### src/rtl/lcd_fetch_pkg.sv
// Shared types and helpers for the LCD frame-buffer fetcher.
package lcd_fetch_pkg;

    typedef enum logic [2:0] {
        ST_IDLE,
        ST_DRAIN,
        ST_FLUSH,
        ST_FETCH,
        ST_DONE
    } state_e;

    localparam int unsigned WORD_BYTES = 4;

    function automatic int unsigned bursts_per_frame(
        input int unsigned h,
        input int unsigned v,
        input int unsigned b
    );
        return (h * v) / b;
    endfunction

endpackage

### src/rtl/lcd_frame_fetcher_credit.sv
// In-flight word tracker and FIFO credit check for burst issue.
module lcd_fetch_credit #(
    parameter int unsigned BURST_LEN = 32
) (
    input  logic        clock,
    input  logic        reset,
    input  logic        accept_i,
    input  logic        rdv_i,
    input  logic [10:0] fifo_free_i,
    output logic        credit_ok_o,
    output logic        empty_o
);

    localparam logic [11:0] BL = 12'(BURST_LEN);

    logic [11:0]        inflight_q;
    logic [11:0]        inflight_d;
    logic [11:0]        committed;
    logic signed [11:0] room;

    always_comb begin
        inflight_d = inflight_q;
        if (accept_i) begin
            inflight_d = inflight_d + BL;
        end
        if (rdv_i) begin
            inflight_d = inflight_d - 12'd1;
        end
    end

    // A burst accepted this cycle already owns its FIFO space.
    assign committed   = accept_i ? (inflight_q + BL) : inflight_q;
    assign room        = $signed({1'b0, fifo_free_i} - committed);
    assign credit_ok_o = (room >= $signed(BL));
    assign empty_o     = (inflight_q == 12'd0);

    always_ff @(posedge clock) begin
        if (reset) begin
            inflight_q <= 12'd0;
        end else begin
            inflight_q <= inflight_d;
        end
    end

endmodule

### src/rtl/lcd_frame_fetcher.sv
// Frame-buffer burst sequencer for LCD scanout with
// frame-boundary double-buffer swap.
module lcd_frame_fetcher
    import lcd_fetch_pkg::*;
#(
    parameter int unsigned H_ACT      = 800,
    parameter int unsigned V_ACT      = 480,
    parameter int unsigned BURST_LEN  = 32,
    parameter int unsigned FIFO_DEPTH = 1024
) (
    input  logic        clock,
    input  logic        reset,
    input  logic        next_frame,
    input  logic        swap_req,
    input  logic [31:0] swap_address,
    output logic        swap_done,
    input  logic [10:0] fifo_free,
    output logic        fifo_flush,
    input  logic        fifo_underflow,
    output logic [31:0] mem_address,
    output logic        mem_read,
    output logic [7:0]  mem_burstcount,
    input  logic        mem_waitrequest,
    input  logic        mem_readdatavalid,
    output logic [15:0] underflow_count,
    output logic        busy
);

    if ((H_ACT * V_ACT) % BURST_LEN != 0) begin : g_chk_div
        $error("BURST_LEN must divide H_ACT*V_ACT");
    end
    if (FIFO_DEPTH < BURST_LEN) begin : g_chk_fifo
        $error("FIFO_DEPTH must be at least BURST_LEN");
    end

    localparam int unsigned NBURST = bursts_per_frame(H_ACT, V_ACT, BURST_LEN);
    localparam logic [31:0] LAST_IDX = 32'(NBURST - 1);
    localparam logic [31:0] STRIDE = 32'(BURST_LEN * WORD_BYTES);

    state_e      state_q, state_d;
    logic        nf_prev_q;
    logic [31:0] pending_q, pending_d;
    logic        pflag_q, pflag_d;
    logic [31:0] base_q, base_d;
    logic [31:0] idx_q, idx_d;
    logic        read_q, read_d;
    logic [31:0] addr_q, addr_d;
    logic        abort_q, abort_d;
    logic [15:0] uf_q, uf_d;

    logic fs;
    logic accept;
    logic credit_ok;
    logic drained;

    assign fs     = next_frame & ~nf_prev_q;
    assign accept = read_q & ~mem_waitrequest;

    lcd_fetch_credit #(
        .BURST_LEN(BURST_LEN)
    ) u_credit (
        .clock      (clock),
        .reset      (reset),
        .accept_i   (accept),
        .rdv_i      (mem_readdatavalid),
        .fifo_free_i(fifo_free),
        .credit_ok_o(credit_ok),
        .empty_o    (drained)
    );

    always_comb begin
        state_d    = state_q;
        pending_d  = pending_q;
        pflag_d    = pflag_q;
        base_d     = base_q;
        idx_d      = idx_q;
        read_d     = read_q;
        addr_d     = addr_q;
        abort_d    = abort_q;
        uf_d       = uf_q;
        fifo_flush = 1'b0;
        swap_done  = 1'b0;

        if (swap_req) begin
            pending_d = swap_address;
            pflag_d   = 1'b1;
        end
        if (fifo_underflow && (uf_q != 16'hFFFF)) begin
            uf_d = uf_q + 16'd1;
        end

        unique case (state_q)
            ST_IDLE, ST_DONE: begin
                if (fs) begin
                    state_d = ST_DRAIN;
                end
            end
            ST_DRAIN: begin
                if (drained) begin
                    state_d = ST_FLUSH;
                end
            end
            ST_FLUSH: begin
                fifo_flush = 1'b1;
                swap_done  = pflag_q | swap_req;
                pflag_d    = 1'b0;
                base_d     = pending_d;
                idx_d      = 32'd0;
                state_d    = ST_FETCH;
                if (credit_ok) begin
                    read_d = 1'b1;
                    addr_d = pending_d;
                end
            end
            ST_FETCH: begin
                if (read_q) begin
                    // A frame start seen mid-command waits for acceptance.
                    if (fs) begin
                        abort_d = 1'b1;
                    end
                    if (accept) begin
                        idx_d  = idx_q + 32'd1;
                        read_d = 1'b0;
                        if (fs || abort_q) begin
                            abort_d = 1'b0;
                            state_d = ST_DRAIN;
                        end else if (idx_q == LAST_IDX) begin
                            state_d = ST_DONE;
                        end else if (credit_ok) begin
                            read_d = 1'b1;
                            addr_d = base_q + (idx_q + 32'd1) * STRIDE;
                        end
                    end
                end else if (fs) begin
                    state_d = ST_DRAIN;
                end else if (credit_ok) begin
                    read_d = 1'b1;
                    addr_d = base_q + idx_q * STRIDE;
                end
            end
            default: begin
                state_d = ST_IDLE;
            end
        endcase
    end

    always_ff @(posedge clock) begin
        if (reset) begin
            state_q   <= ST_IDLE;
            nf_prev_q <= 1'b1;
            pending_q <= 32'd0;
            pflag_q   <= 1'b0;
            base_q    <= 32'd0;
            idx_q     <= 32'd0;
            read_q    <= 1'b0;
            addr_q    <= 32'd0;
            abort_q   <= 1'b0;
            uf_q      <= 16'd0;
        end else begin
            state_q   <= state_d;
            nf_prev_q <= next_frame;
            pending_q <= pending_d;
            pflag_q   <= pflag_d;
            base_q    <= base_d;
            idx_q     <= idx_d;
            read_q    <= read_d;
            addr_q    <= addr_d;
            abort_q   <= abort_d;
            uf_q      <= uf_d;
        end
    end

    assign mem_read        = read_q;
    assign mem_address     = addr_q;
    assign mem_burstcount  = 8'(BURST_LEN);
    assign underflow_count = uf_q;
    assign busy            = (state_q == ST_FLUSH) || (state_q == ST_FETCH);

endmodule

### config.mk
export PLATFORM = sky130hd
export DESIGN_NAME = lcd_frame_fetcher
export DESIGN_NICKNAME = d
export VERILOG_FILES = /design/src/rtl/lcd_fetch_pkg.sv /design/src/rtl/lcd_frame_fetcher_credit.sv /design/src/rtl/lcd_frame_fetcher.sv
export SDC_FILE = /design/constraint.sdc
export NUM_CORES = 1
export LEC_CHECK = 0
export CORE_MARGIN = 4
export CORE_UTILIZATION = 40
export DETAILED_ROUTE_END_ITERATION = 7
export SLEW_MARGIN = 15
export SYNTH_ARGS = -nofsm -noshare
export SYNTH_HDL_FRONTEND = slang
export SYNTH_HIERARCHICAL = 1
export SYNTH_SLANG_ARGS = --single-unit
### constraint.sdc
create_clock -name clock -period 5.6 [get_ports clock]
set_input_delay 1.12 -clock clock [delete_from_list [all_inputs] [get_ports clock]]
set_output_delay 1.12 -clock clock [all_outputs]
set_load 0.005 [all_outputs]
## After elaboration in Yosys (flattened, before gate mapping)

Cells that the tools add are included.

| storage, ports and cells | value |
|---|---|
| word-level logic and storage cells | 89 |
| output and inout port bits | 60 |
| memories | 0 |
| memory bits (writable) | 0 |
| register bits | 163 |
| bits in latches | 0 |
| input bits | 50 |
| memory bits (read-only) | 0 |

| operators by class | value |
|---|---|
| divide/modulo/power cells | 0 |
| muxes and demuxes | 35 |
| shift-type cells | 0 |
| equal/unequal tests | 17 |
| reductions and logical operators | 13 |
| multiply operators | 0 |
| magnitude comparators | 1 |
| bitwise operators | 5 |
| $add $sub $neg | 7 |

Operators with widths:

| kind | count |
|---|---|
| $mux 32 | 11 |
| $pmux 32 s2 | 2 |
| $add 32x32->32 | 2 |
| $add 32x1->32 const B | 1 |
| $eq 32x14->1 const B | 1 |
| $mux 12 | 2 |
| $mux 3 | 6 |
| $add 16x1->16 const B | 1 |
| $ne 16x16->1 const B | 1 |
| $ne 3x3->1 const B | 5 |
| $add 12x6->12 const B | 1 |
| $ge 12x7->1 const B | 1 |
| $logic_not 12->1 | 1 |
| $mux 1 | 12 |
| $pmux 3 s4 | 1 |
| $sub 11x12->12 | 1 |
| $sub 12x1->12 const B | 1 |
| $ne 2x2->1 const B | 4 |
| $ne 4x4->1 const B | 2 |
| $reduce_and 8->1 | 1 |
| $eq 3x2->1 const B | 2 |
| $reduce_and 3->1 | 2 |
| $reduce_and 2->1 | 2 |
| $reduce_or 2->1 | 2 |
| other kinds (10) | 13 |

## Depth between registers and ports, before layout

Gate-level depths: netlist of run 1.

| logic depth | value |
|---|---|
| depth after elaboration | 11 |
| gate-level depth with buffers | 18 |
| depth with buffers taken out | 15 |

## By module

Netlist of run 1, hierarchy kept.

Modules (own cells, without submodules):

| module | cells an instance | area an instance (µm²) | instances | sequential area each (µm²) |
|---|---|---|---|---|
| lcd_frame_fetcher | 973 | 8075.2 | 1 | 3022.9 |
| lcd_fetch_credit | 156 | 1330.0 | 1 | 240.2 |

## Worst setup path before layout of run 1

Ideal clock, no wire load.

| timing path | value |
|---|---|
| path kind | input port to flip-flop |
| start point | input mem_waitrequest |
| end point | register addr_q[29] (netlist: mem_address[29]) |
| setup time | 87 ps |
| buffers on the path | 2 |
| path slack | 964 ps |
| data arrival time | 4549 ps |
| stages | 17 |
| required time | 5513 ps |
| cells stage by stage | inv_1 nand2_1 inv_1 buf_6 xnor2_1 ha_1 a21oi_1 nand2_1 o21ai_0 a22oi_2 o2111a_1 or3_1 a32oi_1 o211ai_4 or3_1 buf_2 o31ai_1 |

| between the ends | value |
|---|---|
| cells in the longest elaborated chain, start to end | 7 |
| elaborated cells between the ends (all ways) | 10 |
| classes of those cells | add/sub: 1; order compare: 1; eq/ne: 4; mux: 1; bitwise: 2; reduce/logical: 1 |

RTL lines:

| element | line | text |
|---|---|---|
| from (decl) | lcd_frame_fetcher.sv:23 | `input logic mem_waitrequest,` |
| $not 1->1 (*) | lcd_frame_fetcher.sv:57 | `assign accept = read_q & ~mem_waitrequest;` |
| $and 1x1->1 (*) | lcd_frame_fetcher.sv:57 |  |
| net accept | lcd_frame_fetcher.sv:52 | `logic accept;` |
| $mux 12 (*) | lcd_frame_fetcher_credit.sv:32 | `assign committed = accept_i ? (inflight_q + BL) : inflight_q;` |
| $sub 11x12->12 (*) | lcd_frame_fetcher_credit.sv:33 | `assign room = $signed({1'b0, fifo_free_i} - committed);` |
| $ge 12x7->1 (*) | lcd_frame_fetcher_credit.sv:34 | `assign credit_ok_o = (room >= $signed(BL));` |
| net credit_ok | lcd_frame_fetcher.sv:53 | `logic credit_ok;` |
| $ne 4x4->1 (no source line) (tied with other cells) | n/a |  |
| $reduce_and 8->1 (no source line) (*) | n/a |  |
| to (signal assigned) | lcd_frame_fetcher.sv:167 | `addr_q <= addr_d;` |
| to (decl) | lcd_frame_fetcher.sv:47 | `logic [31:0] addr_q, addr_d;` |

Mark *: on every way through the listed nets, which the timed path passes. The rest lies on a longest branch.
A chain may end at the register's enable or synchronous reset.

## Final worst setup path of run 1

| timing path | value |
|---|---|
| start point | input mem_waitrequest |
| end point | register addr_q[26] (netlist: mem_address[26]) |

The elaborated chain is that of the path after synthesis.

==> results of run 1 <==
-- per-layer routing --
metal | vias to the layer above | track usage (%)
met5 | - | 0
met4 | 0 | 5.43
met3 | 25 | 2.88
met2 | 130 | 29.5
met1 | 3898 | 26.4
li1 | 4167 | -
-- cell families (layout without fill, tap and decap cells) --
group | count (synthesis) | count (layout) | share of synthesized area [%]
simple gates | 432 | 432 | 22.6
compound gates | 275 | 275 | 20.0
flops | 163 | 163 | 34.7
buf+inv | 99 | 168 | 5.07
xor+xnor | 79 | 79 | 7.96
fa+ha+maj | 41 | 41 | 5.56
mux | 38 | 38 | 4.10
other cells | 2 | 8 | 0.0798
-- worst paths after layout --
kind                                       from         endpoint  slack (ns)
worst min-delay path             mem_address[3]   mem_address[3]        0.46
worst max-delay path            mem_waitrequest  mem_address[26]        0.63
worst min register to register   mem_address[3]   mem_address[3]        0.46
worst max register to register         mem_read  mem_address[26]        1.52
-- synth_stat cells (all sizes together) (6+ instances only) --
library cell / count / share of area, %
inv: 23 / 0.92
nand2: 110 / 4.5
nor2: 152 / 6.1
clkbuf: 43 / 1.7
xnor2: 56 / 5.3
or3: 15 / 1.1
nor4: 14 / 1.5
nand4: 20 / 1.6
and2: 6 / 0.41
o21ai: 62 / 3.3
dfxtp: 163 / 35
xor2: 22 / 2.4
mux2i: 34 / 3.6
nor3: 33 / 1.8
a211oi: 18 / 1.4
a21oi: 66 / 3.5
nand3: 30 / 1.6
buf: 31 / 2.2
o211ai: 21 / 1.8
nand3b: 6 / 0.48
o22a: 32 / 3.0
a22oi: 10 / 0.85
or2: 6 / 0.40
a311oi: 8 / 0.81
ha: 37 / 4.9
a21o: 11 / 0.88
and3: 15 / 1.1
-- final cells by class --
cell class | instances | area share, %
clock buffers | 17 | 3.81
clock inverters | 15 | 1.75
inverters | 24 | 0.807
multi-input cells | 873 | 51.0
flip-flops and latches | 163 | 29.2
well taps | 313 | 3.51
repair buffers | 112 | 9.84
-- state kept, by name (all words and copies together) (netlist names) --
signal               count
abort_q                  1
base_q                  32
mem_address             32
pending_q               32
state_q                  3
pflag_q                  1
nf_prev_q                1
idx_q                   32
underflow_count         16
u_credit/inflight_q     12
mem_read                 1
-- worst max-delay path, cell delays in order --
cell,delay [ns]
clkdlybuf4s50_1,0.46
inv_1,0.06
nand2_1,0.20
inv_1,0.22
xnor2_1,0.38
ha_1,0.36
a21oi_1,0.21
nand2_1,0.11
o21ai_0,0.25
a22oi_2,0.17
o2111a_1,0.17
or3_1,0.37
a32oi_1,0.19
buf_4,0.17
o211ai_4,0.08
or3_1,0.52
o31ai_1,0.27
-- power by group through the flow --
stage | registers (W) | clock network (W) | logic, W
global route | 0.00127 | 0.00127 | 0.000533
CTS | 0.00126 | 0.00122 | 0.000482
finish | 0.00126 | 0.00119 | 0.000480
detailed placement | 0.00129 | 0 | 0.000478
floorplan | 0.00127 | 0 | 0.000351
global placement | 0.00129 | 0 | 0.000475
-- metrics by stage --
| stage | cells | area [um^2] |
|---|---|---|
| 2_1_floorplan | 1135 | 9430 |
| 3_3_place_gp | 1485 | 10500 |
| 3_5_place_dp | 1485 | 10500 |
| 4_1_cts | 1517 | 11200 |
| 5_1_grt | 1517 | 11200 |
| 6_report | 1517 | 11200 |
==> reports/metrics.yaml, run 1 <==
final_layout:
  multi_input_area_um2: 5700
  nets: 1280
  antenna_cells: 0
  final_common_cell: "dfxtp_1"
  nFillCells: 2275
  drive_gt1_share_pct: 7.39
  layout_common_cells: "dfxtp_1, nor2_1, nand2_1"
  regArea_um2: 3260
  utilization_pct: 48.7
  areaGrowthSynthToFinish_pct: 18.7
clocking:
  cts_tree: "done"
  cts-htree-levels: 4
  insertion_delay_ns: 0.44
  clk_pin_slew_ns: 0.08
  numCtsBuffers: 17
  ctsResizeCount: 0
  cts_hold_buf: 0
  cts_sinks: 163
  cts_root_buf: "clkbuf_16"
  max-clock-path-buffers: 2
  postCtsSetupBuffers: 0
floorplanning:
  io_pins: 110
  placementRows: 55
  die_y_um: 161
  dieArea_um2: 26000
  core_um2: 22900
  die_w_um: 161
  start_util_pct: 41.0
drt:
  dr.pass1.iters: 4
  wl_met2_um: 11300
  vias_per_cell: 5.42
  vias: 8220
  drtIter0Drc: 538
  met3WireLength_um: 763
  wl_met1_um: 12200
  wire_per_inst_um: 16.2
  top_layer_used: "met4"
  ant_nets: 0
  routed_wl_um: 24500
  drc: 0
power:
  netSwitchingPower_w: 0.000887
  pwr-share-clk_pct: 40.7
  p_comb_share_pct: 16.4
  p_leak_nw: 4.42
  powerDensity_nw_per_um2: 263
  p_int_w: 0.00205
  switching_share_pct: 30.2
  share_seq_of_total_power_pct: 43.0
  peakVddDrop_mv: 0.177
  power_w: 0.00293
global_routing:
  grt_max_degree: 80
  grt_pass1_vias: 7716
  antenna_found_initial: 0
  gr-total-overflow: 0
  grt_usage_pct: 18.7
  grt_pass1_wl_um: 40100
critical_path:
  required_ns: 5.96
  endpoint_kind: "flip-flop"
  crit_path_max_fanout: 7
  crit_type: "input pin to flip-flop"
  start_kind: "input pin"
  worstPathArrival_ns: 5.33
  ff2ff_path_depth: 15
logic_synthesis:
  synth_edf_count: 0
  ys_async_sr_fraction_pct: 0
  ys_ff_latch: 163
  avgSynthCellArea_um2: 8.33
  synth_flop_cell: "dfxtp_1"
  ys_seq_area_share_pct: 34.7
  syn-cell-area_um2: 9410
  netlist_instances: 1129
  ys_types: 90
  synth_warnings: 6
sta:
  setup_viol: 0
  period_minus_slack_ns: 4.97
  hold-worst-slack_ns: 0.458
  rsz0062_at_grt: "no"
  maxSlewViolCount: 0
  fin_skew_ns: 0.0152
  max-slew-margin-rel_pct: 39.7
  setup_slack_ns: 0.629
  worstMarginPinSlew_ns: 0.903
  final-hold-violation-count: 0
  fmax_ghz: 0.201
  final.setup.tns_ns: 0
  finalCritPeriodShare_pct: 88.8
placement:
  pre_cts_slack_ns: 0.217
  gp_congestion: 0.889
  dp_hpwl_um: 17200
  io_buffer_count: 101
hold_path:
  hold_path_depth: 2
  hp-class: "flip-flop to flip-flop"
outcome:
  outcome: "complete, no violations"
job:
  max_cap_violations: 0
No activity file was read; power rests on OpenSTA's default activity.
==> inputs of run 2 (changes only) <==
--- a/config.mk
+++ b/config.mk
@@ -5,6 +5,7 @@
 export SDC_FILE = /design/constraint.sdc
 export NUM_CORES = 1
 export LEC_CHECK = 0
+export ABC_AREA = 1
 export CORE_MARGIN = 4
 export CORE_UTILIZATION = 40
 export DETAILED_ROUTE_END_ITERATION = 7
==> reports/metrics.yaml, run 2 <==
sta:
  max-slew-margin-rel_pct: 47.7  # was 39.7%
  period_minus_slack_ns: 4.51  # was 4.97 ns
  fin_skew_ns: 0.0139  # was 0.0152 ns
  final.setup.tns_ns: 0  # unchanged
  worstMarginPinSlew_ns: 0.785  # was 0.903 ns
  setup_viol: 0  # unchanged
  maxSlewViolCount: 0  # unchanged
  final-hold-violation-count: 0  # unchanged
  rsz0062_at_grt: "no"  # unchanged
  finalCritPeriodShare_pct: 80.6  # was 88.8%
  setup_slack_ns: 1.09  # was 0.629 ns
  fmax_ghz: 0.222  # was 0.201 GHz
logic_synthesis:
  synth_flop_cell: "dfxtp_1"  # unchanged
  avgSynthCellArea_um2: 6.73  # was 8.33 um^2
  ys_async_sr_fraction_pct: 0  # unchanged
  syn-cell-area_um2: 9580  # was 9410 um^2
  ys_ff_latch: 163  # unchanged
  yosys.area.top_type: "dfxtp_1"  # unchanged
  ys_seq_area_share_pct: 34.1  # was 34.7%
  synth_edf_count: 0  # unchanged
  synth_warnings: 6  # unchanged
  yosysMostFrequentCell: "nand2_1"  # was dfxtp_1
  yosysTopAreaCellShare_pct: 34.1  # was 34.7%
  ys_types: 49  # was 90
  synthTopCellsByArea: "dfxtp_1, nand2_1, nor2_1, a21oi_1, o21ai_0"  # was dfxtp_1, nor2_1, xnor2_1, ha_1, nand2_1
  synth_common_cells: "nand2_1, nor2_1, dfxtp_1"  # was dfxtp_1, nor2_1, nand2_1
  netlist_instances: 1424  # was 1129
drt:
  dr.pass1.iters: 5  # was 4
  wire_per_inst_um: 14.4  # was 16.2 um
  routed_wl_um: 26500  # was 24500 um
  drc: 0  # unchanged
  drtIter0Drc: 521  # was 538
  vias: 9310  # was 8220
  ant_nets: 0  # unchanged
  vias_per_cell: 5.08  # was 5.42
placement:
  gp_congestion: 0.901  # was 0.889
  dpl_cell_area_um2: 10800  # was 10500 um^2
  pre_cts_slack_ns: 0.650  # was 0.217 ns
  dp_hpwl_um: 19700  # was 17200 um
  io_buffer_count: 101  # unchanged
critical_path:
  required_ns: 5.97  # was 5.96 ns
  crit_type: "input pin to flip-flop"  # unchanged
  worstPathArrival_ns: 4.89  # was 5.33 ns
  start_kind: "input pin"  # unchanged
  cp_slowest_cell: "clkdlybuf4s50_1"  # was or3_1
  cp_num_buf_inv: 6  # was 4
  cp_common_cell: "nand2_1"
  regToRegSetupSlack_ns: 1.54  # was 1.52 ns
  ff2ff_path_depth: 27  # was 15
  r2r_start: "mem_read"  # unchanged
  cp_top_family: "simple AND/OR/NAND/NOR gates"  # was compound AO/OA/AOI/OAI gates
  cp.depth: 26  # was 17
  crit_path_max_fanout: 18  # was 7
  r2r_end: "mem_address[10]"  # was mem_address[26]
  endpoint_kind: "flip-flop"  # unchanged
  slowest_delay_ns: 0.45  # was 0.52 ns
  startpoint: "mem_waitrequest"  # unchanged
final_layout:
  design_area_um2: 11500  # was 11200 um^2
  final_common_cell: "nand2_1"  # was dfxtp_1
  nets: 1591  # was 1280
  antenna_cells: 0  # unchanged
  drive_gt1_share_pct: 7.00  # was 7.39%
  layout_common_cells: "nand2_1, nor2_1, dfxtp_1"  # was dfxtp_1, nor2_1, nand2_1
  areaGrowthSynthToFinish_pct: 19.6  # was 18.7%
global_routing:
  antenna_found_initial: 0  # unchanged
  grt_usage_pct: 20.1  # was 18.7%
  grt_pass1_vias: 8793  # was 7716
  grt_pass1_wl_um: 43500  # was 40100 um
  gr-total-overflow: 0  # unchanged
  grt_max_degree: 61  # was 80
floorplanning:
  die_w_um: 163  # was 161 um
  io_pins: 110  # unchanged
  start_util_pct: 40.7  # was 41.0%
  dieArea_um2: 26500  # was 26000 um^2
  placementRows: 56  # was 55
  die_y_um: 163  # was 161 um
  core_um2: 23500  # was 22900 um^2
clocking:
  cts_tree: "done"  # unchanged
  cts_hold_buf: 0  # unchanged
  postCtsSetupBuffers: 0  # unchanged
  cts_sinks: 163  # unchanged
  clk_pin_slew_ns: 0.08  # about the same
  numCtsBuffers: 17  # unchanged
  insertion_delay_ns: 0.44  # about the same
  cts_root_buf: "clkbuf_16"  # unchanged
  cts-htree-levels: 4  # unchanged
  max-clock-path-buffers: 2  # unchanged
  ctsResizeCount: 0  # unchanged
outcome:
  outcome: "complete, no violations"  # unchanged
hold_path:
  hold_path_depth: 2  # unchanged
  min_to: "pflag_q"  # was mem_address[3]
  hp-class: "flip-flop to flip-flop"  # unchanged
  hold_path_startpoint: "pflag_q"  # was mem_address[3]
job:
  max_cap_violations: 0  # unchanged
power:
  powerDensity_nw_per_um2: 332  # was 263 nW/um^2
  p_leak_nw: 4.62  # was 4.42 nW
  peakVddDrop_mv: 0.240  # was 0.177 mV
## run 2: cell count changes after synthesis, moves of 14 or more
cell | previous run | this run
xnor2_1 | 55 | 10
or3_1 | 14 | 0
nand3_1 | 29 | 80
o22a_1 | 32 | 13
nand2_1 | 109 | 281
o211ai_1 | 20 | 0
inv_1 | 23 | 137
o21ai_0 | 62 | 116
a21oi_1 | 66 | 127
or2_2 | 6 | 24
nor2_1 | 151 | 190
## run 2: worst reg2reg max path: cells and delay by family (launching register included)
family          cells  cell delay (ns)
compound gates      5             0.55
simple gates       14             1.49
fa+ha+maj           1             0.37
flops               1             0.31
buf+inv             7             1.28
## run 2: area by class of cell
class / count / area [um^2]
fillers: 2479 / 12100
clock buffers: 17 / 425
clock inverters: 15 / 201
flip-flops and latches: 163 / 3260
inverters: 146 / 548
multi-input cells: 1061 / 5530
well taps: 319 / 399
repair buffers: 113 / 1090
## run 2: worst max path at each step
stage                       to  slack [ns]
2_1_floorplan  mem_address[23]        1.55
3_3_place_gp   mem_address[11]        0.77
3_5_place_dp   mem_address[13]        0.65
4_1_cts        mem_address[10]        1.10
5_1_grt        mem_address[22]        0.62
6_report       mem_address[10]        1.09
## run 2: cell families (layout without fill, tap and decap cells)
logic type / Yosys count / count (layout) / share of synthesized area (%)
AND/OR/NAND/NOR: 666 / 666 / 30.3
AO/OA/AOI/OAI: 298 / 298 / 16.8
buffers and inverters: 206 / 291 / 8.60
flip-flops: 163 / 163 / 34.1
adder cells (fa/ha/maj): 39 / 39 / 5.25
XOR/XNOR: 25 / 25 / 2.28
multiplexers: 25 / 25 / 2.61
other: 2 / 8 / 0.0784
## run 2: power by group
group	internal (W)	switching, W	total (W)	leakage (nW)
Sequential	0.00133	0.000115	0.00145	1.33
Combinational	0.000457	0.000682	0.00114	2.99
Clock	0.000614	0.000604	0.00122	0.302
Total	0.00240	0.00140	0.00380	4.62
## run 2: per-layer routing
metal  GRT usage [%]  vias to the layer above  share of wire [%]
li1                -                     4869                  -
met1            26.7                     4225                 47
met2            34.1                      182                 47
met3            3.09                       34                3.9
met4            5.38                        0                1.7
met5               0                        -                  0
## run 2: per-stage QoR
step	total power (W)	hold WS, ns	cells	util [%]
after floorplan	0.00221	0.432	1430	-
after global placement	0.00260	0.440	1802	46.0
after detailed placement	0.00262	0.448	1802	46.0
after CTS	0.00384	0.459	1834	48.7
after global routing	0.00405	0.487	1834	48.7
final	0.00380	0.455	1834	48.7
==> inputs of run 3 (changes only) <==
==> constraint.sdc (replaced) <==
create_clock -name clock -period 4 [get_ports clock]
set_input_delay 0.8 -clock clock [delete_from_list [all_inputs] [get_ports clock]]
set_output_delay 0.8 -clock clock [all_outputs]
set_load 0.005 [all_outputs]
==> reports/metrics.yaml, run 3 (same netlist as run 2, synthesis figures left out) <==
sta:
  max-slew-margin-rel_pct: 58.1  # was 47.7%
  maxSlewViolCount: 0  # unchanged
  fin_skew_ns: 0.0162  # was 0.0139 ns
  fmax_ghz: 0.275
  finalCritPeriodShare_pct: 91.0
  worstMarginPinSlew_ns: 0.629  # was 0.785 ns
  period_minus_slack_ns: 3.64
  final-hold-violation-count: 0  # unchanged
  setup_viol: 0  # unchanged
  setup_slack_ns: 0.358  # was 1.09 ns
  rsz0062_at_grt: "no"  # unchanged
floorplanning:
  dieArea_um2: 26500  # unchanged
  die_w_um: 163  # unchanged
  placementRows: 56  # unchanged
  die_y_um: 163  # unchanged
  start_util_pct: 40.7  # unchanged
  core_um2: 23500  # unchanged
  io_pins: 110  # unchanged
placement:
  gp_congestion: 0.900  # was 0.901
  dpl.cell_count: 1815  # was 1802
  dp_hpwl_um: 20100  # was 19700 um
  pre_cts_slack_ns: -0.318  # was 0.650 ns
  io_buffer_count: 101  # unchanged
final_layout:
  areaGrowthSynthToFinish_pct: 20.8  # was 19.6%
  final_common_cell: "nand2_1"  # unchanged
  antenna_cells: 0  # unchanged
  drive_gt1_share_pct: 8.05  # was 7.00%
  layout.cells.non_filler: 1847  # was 1834
  layout_common_cells: "nand2_1, nor2_1, dfxtp_1"  # unchanged
  nets: 1604  # was 1591
critical_path:
  slowest_delay_ns: 0.46  # was 0.45 ns
  r2r_start: "idx_q[0]"  # was mem_read
  crit_path_max_fanout: 24  # was 18
  required_ns: 4.32  # was 5.97 ns
  start_kind: "input pin"  # unchanged
  crit_type: "input pin to flip-flop"  # unchanged
  cp_slowest_cell: "clkdlybuf4s50_1"  # unchanged
  worstPathArrival_ns: 3.97  # was 4.89 ns
  regToRegSetupSlack_ns: 0.38  # was 1.54 ns
  ff2ff_path_depth: 21  # was 27
  r2r_end: "mem_address[31]"  # was mem_address[10]
  endpoint_kind: "flip-flop"  # unchanged
clocking:
  postCtsSetupBuffers: 0  # unchanged
  cts-htree-levels: 4  # unchanged
  insertion_delay_ns: 0.44  # about the same
  clk_pin_slew_ns: 0.07  # was 0.08 ns
  max-clock-path-buffers: 2  # unchanged
  cts_sinks: 163  # unchanged
  cts_hold_buf: 0  # unchanged
  numCtsBuffers: 17  # unchanged
  ctsResizeCount: 0  # unchanged
  cts_root_buf: "clkbuf_16"  # unchanged
  cts_tree: "done"  # unchanged
global_routing:
  met3_usage_pct: 2.68  # was 3.09%
  busiest_layer: "met2"  # unchanged
  antenna_found_initial: 0  # unchanged
  gr-total-overflow: 0  # unchanged
  grt_usage_pct: 19.7  # was 20.1%
  grt_pass1_wl_um: 42900  # was 43500 um
  grt_max_degree: 54  # was 61
  grt.met1_usage_pct: 25.9  # was 26.7%
  grt_pass1_vias: 8612  # was 8793
  grtUsageMet2_pct: 34.1  # about the same
power:
  powerDensity_nw_per_um2: 460  # was 332 nW/um^2
  p_leak_nw: 4.68  # was 4.62 nW
  peakVddDrop_mv: 0.247  # was 0.240 mV
outcome:
  outcome: "complete, no violations"  # unchanged
drt:
  drc: 0  # unchanged
  vias_per_cell: 4.97  # was 5.08
  dr.pass1.iters: 6  # was 5
  drtIter0Drc: 431  # was 521
  vias: 9186  # was 9310
  wire_per_inst_um: 14.2  # was 14.4 um
  ant_nets: 0  # unchanged
  routed_wl_um: 26200  # was 26500 um
hold_path:
  hold_path_startpoint: "pflag_q"  # unchanged
  hold_path_depth: 2  # unchanged
  min_to: "pflag_q"  # unchanged
  hp-class: "flip-flop to flip-flop"  # unchanged
job:
  max_cap_violations: 0  # unchanged
run 3: changes by cell type in the layout (fill, tap and decap cells not counted), moves of 2 or more:
cell      change
buf_4        +10
clkinv_8      -5
buf_12        +3
inv_6         +2
inv_8         +2
run 3: worst max-delay path by stage:
| stage | depth (start not counted) | from | slack, ns | end |
|---|---|---|---|---|
| floorplan | 24 | mem_waitrequest | 0.27 | mem_address[23] |
| global placement | 25 | mem_waitrequest | -0.29 | mem_address[20] |
| detailed placement | 25 | mem_waitrequest | -0.32 | mem_address[20] |
| CTS | 25 | mem_waitrequest | 0.13 | mem_address[20] |
| global route | 21 | idx_q[0] | 0.04 | mem_address[31] |
| finish | 26 | mem_waitrequest | 0.36 | mem_address[20] |
run 3: per-layer routing:
layer / up-vias / share of wire (%)
li1: 4882 / -
met3: 21 / 3.8
met4: 0 / 1.3
met1: 4122 / 48
met5: - / 0
met2: 161 / 47
run 3: power breakdown:
part	internal, W	switching (W)	total, W	leakage [nW]
sequential	0.00187	0.000160	0.00203	1.33
clock	0.000837	0.000788	0.00162	0.285
combinational	0.000706	0.000967	0.00167	3.07
run 3: through the flow:
step / area (um^2) / utilization (%) / setup TNS, ns / power (W) / hold WS, ns
finish: 11600 / 49.2 / 0 / 0.00532 / 0.455
global route: 11600 / 49.2 / 0 / 0.00565 / 0.479
CTS: 11500 / 49.1 / 0 / 0.00537 / 0.459
detailed placement: 11000 / 46.6 / -8.18 / 0.00374 / 0.449
global placement: 11000 / 46.6 / -6.85 / 0.00372 / 0.442
floorplan: 9610 / - / 0 / 0.00309 / 0.432
run 3: final cells by class:
cell class / count / area (um^2)
fill: 2441 / 12000
multi-input combinational: 1061 / 5560
sequential: 163 / 3260
timing repair buffer: 126 / 1230
inverter: 146 / 548
clock buffer: 17 / 425
tap: 319 / 399
clock inverter: 15 / 156
run 3: critical path: cells and delay by family:
family / cells / cell delay (ns)
AO/OA/AOI/OAI: 2 / 0.18
buffers and inverters: 5 / 0.91
adder cells (fa/ha/maj): 1 / 0.29
AND/OR/NAND/NOR: 18 / 1.76
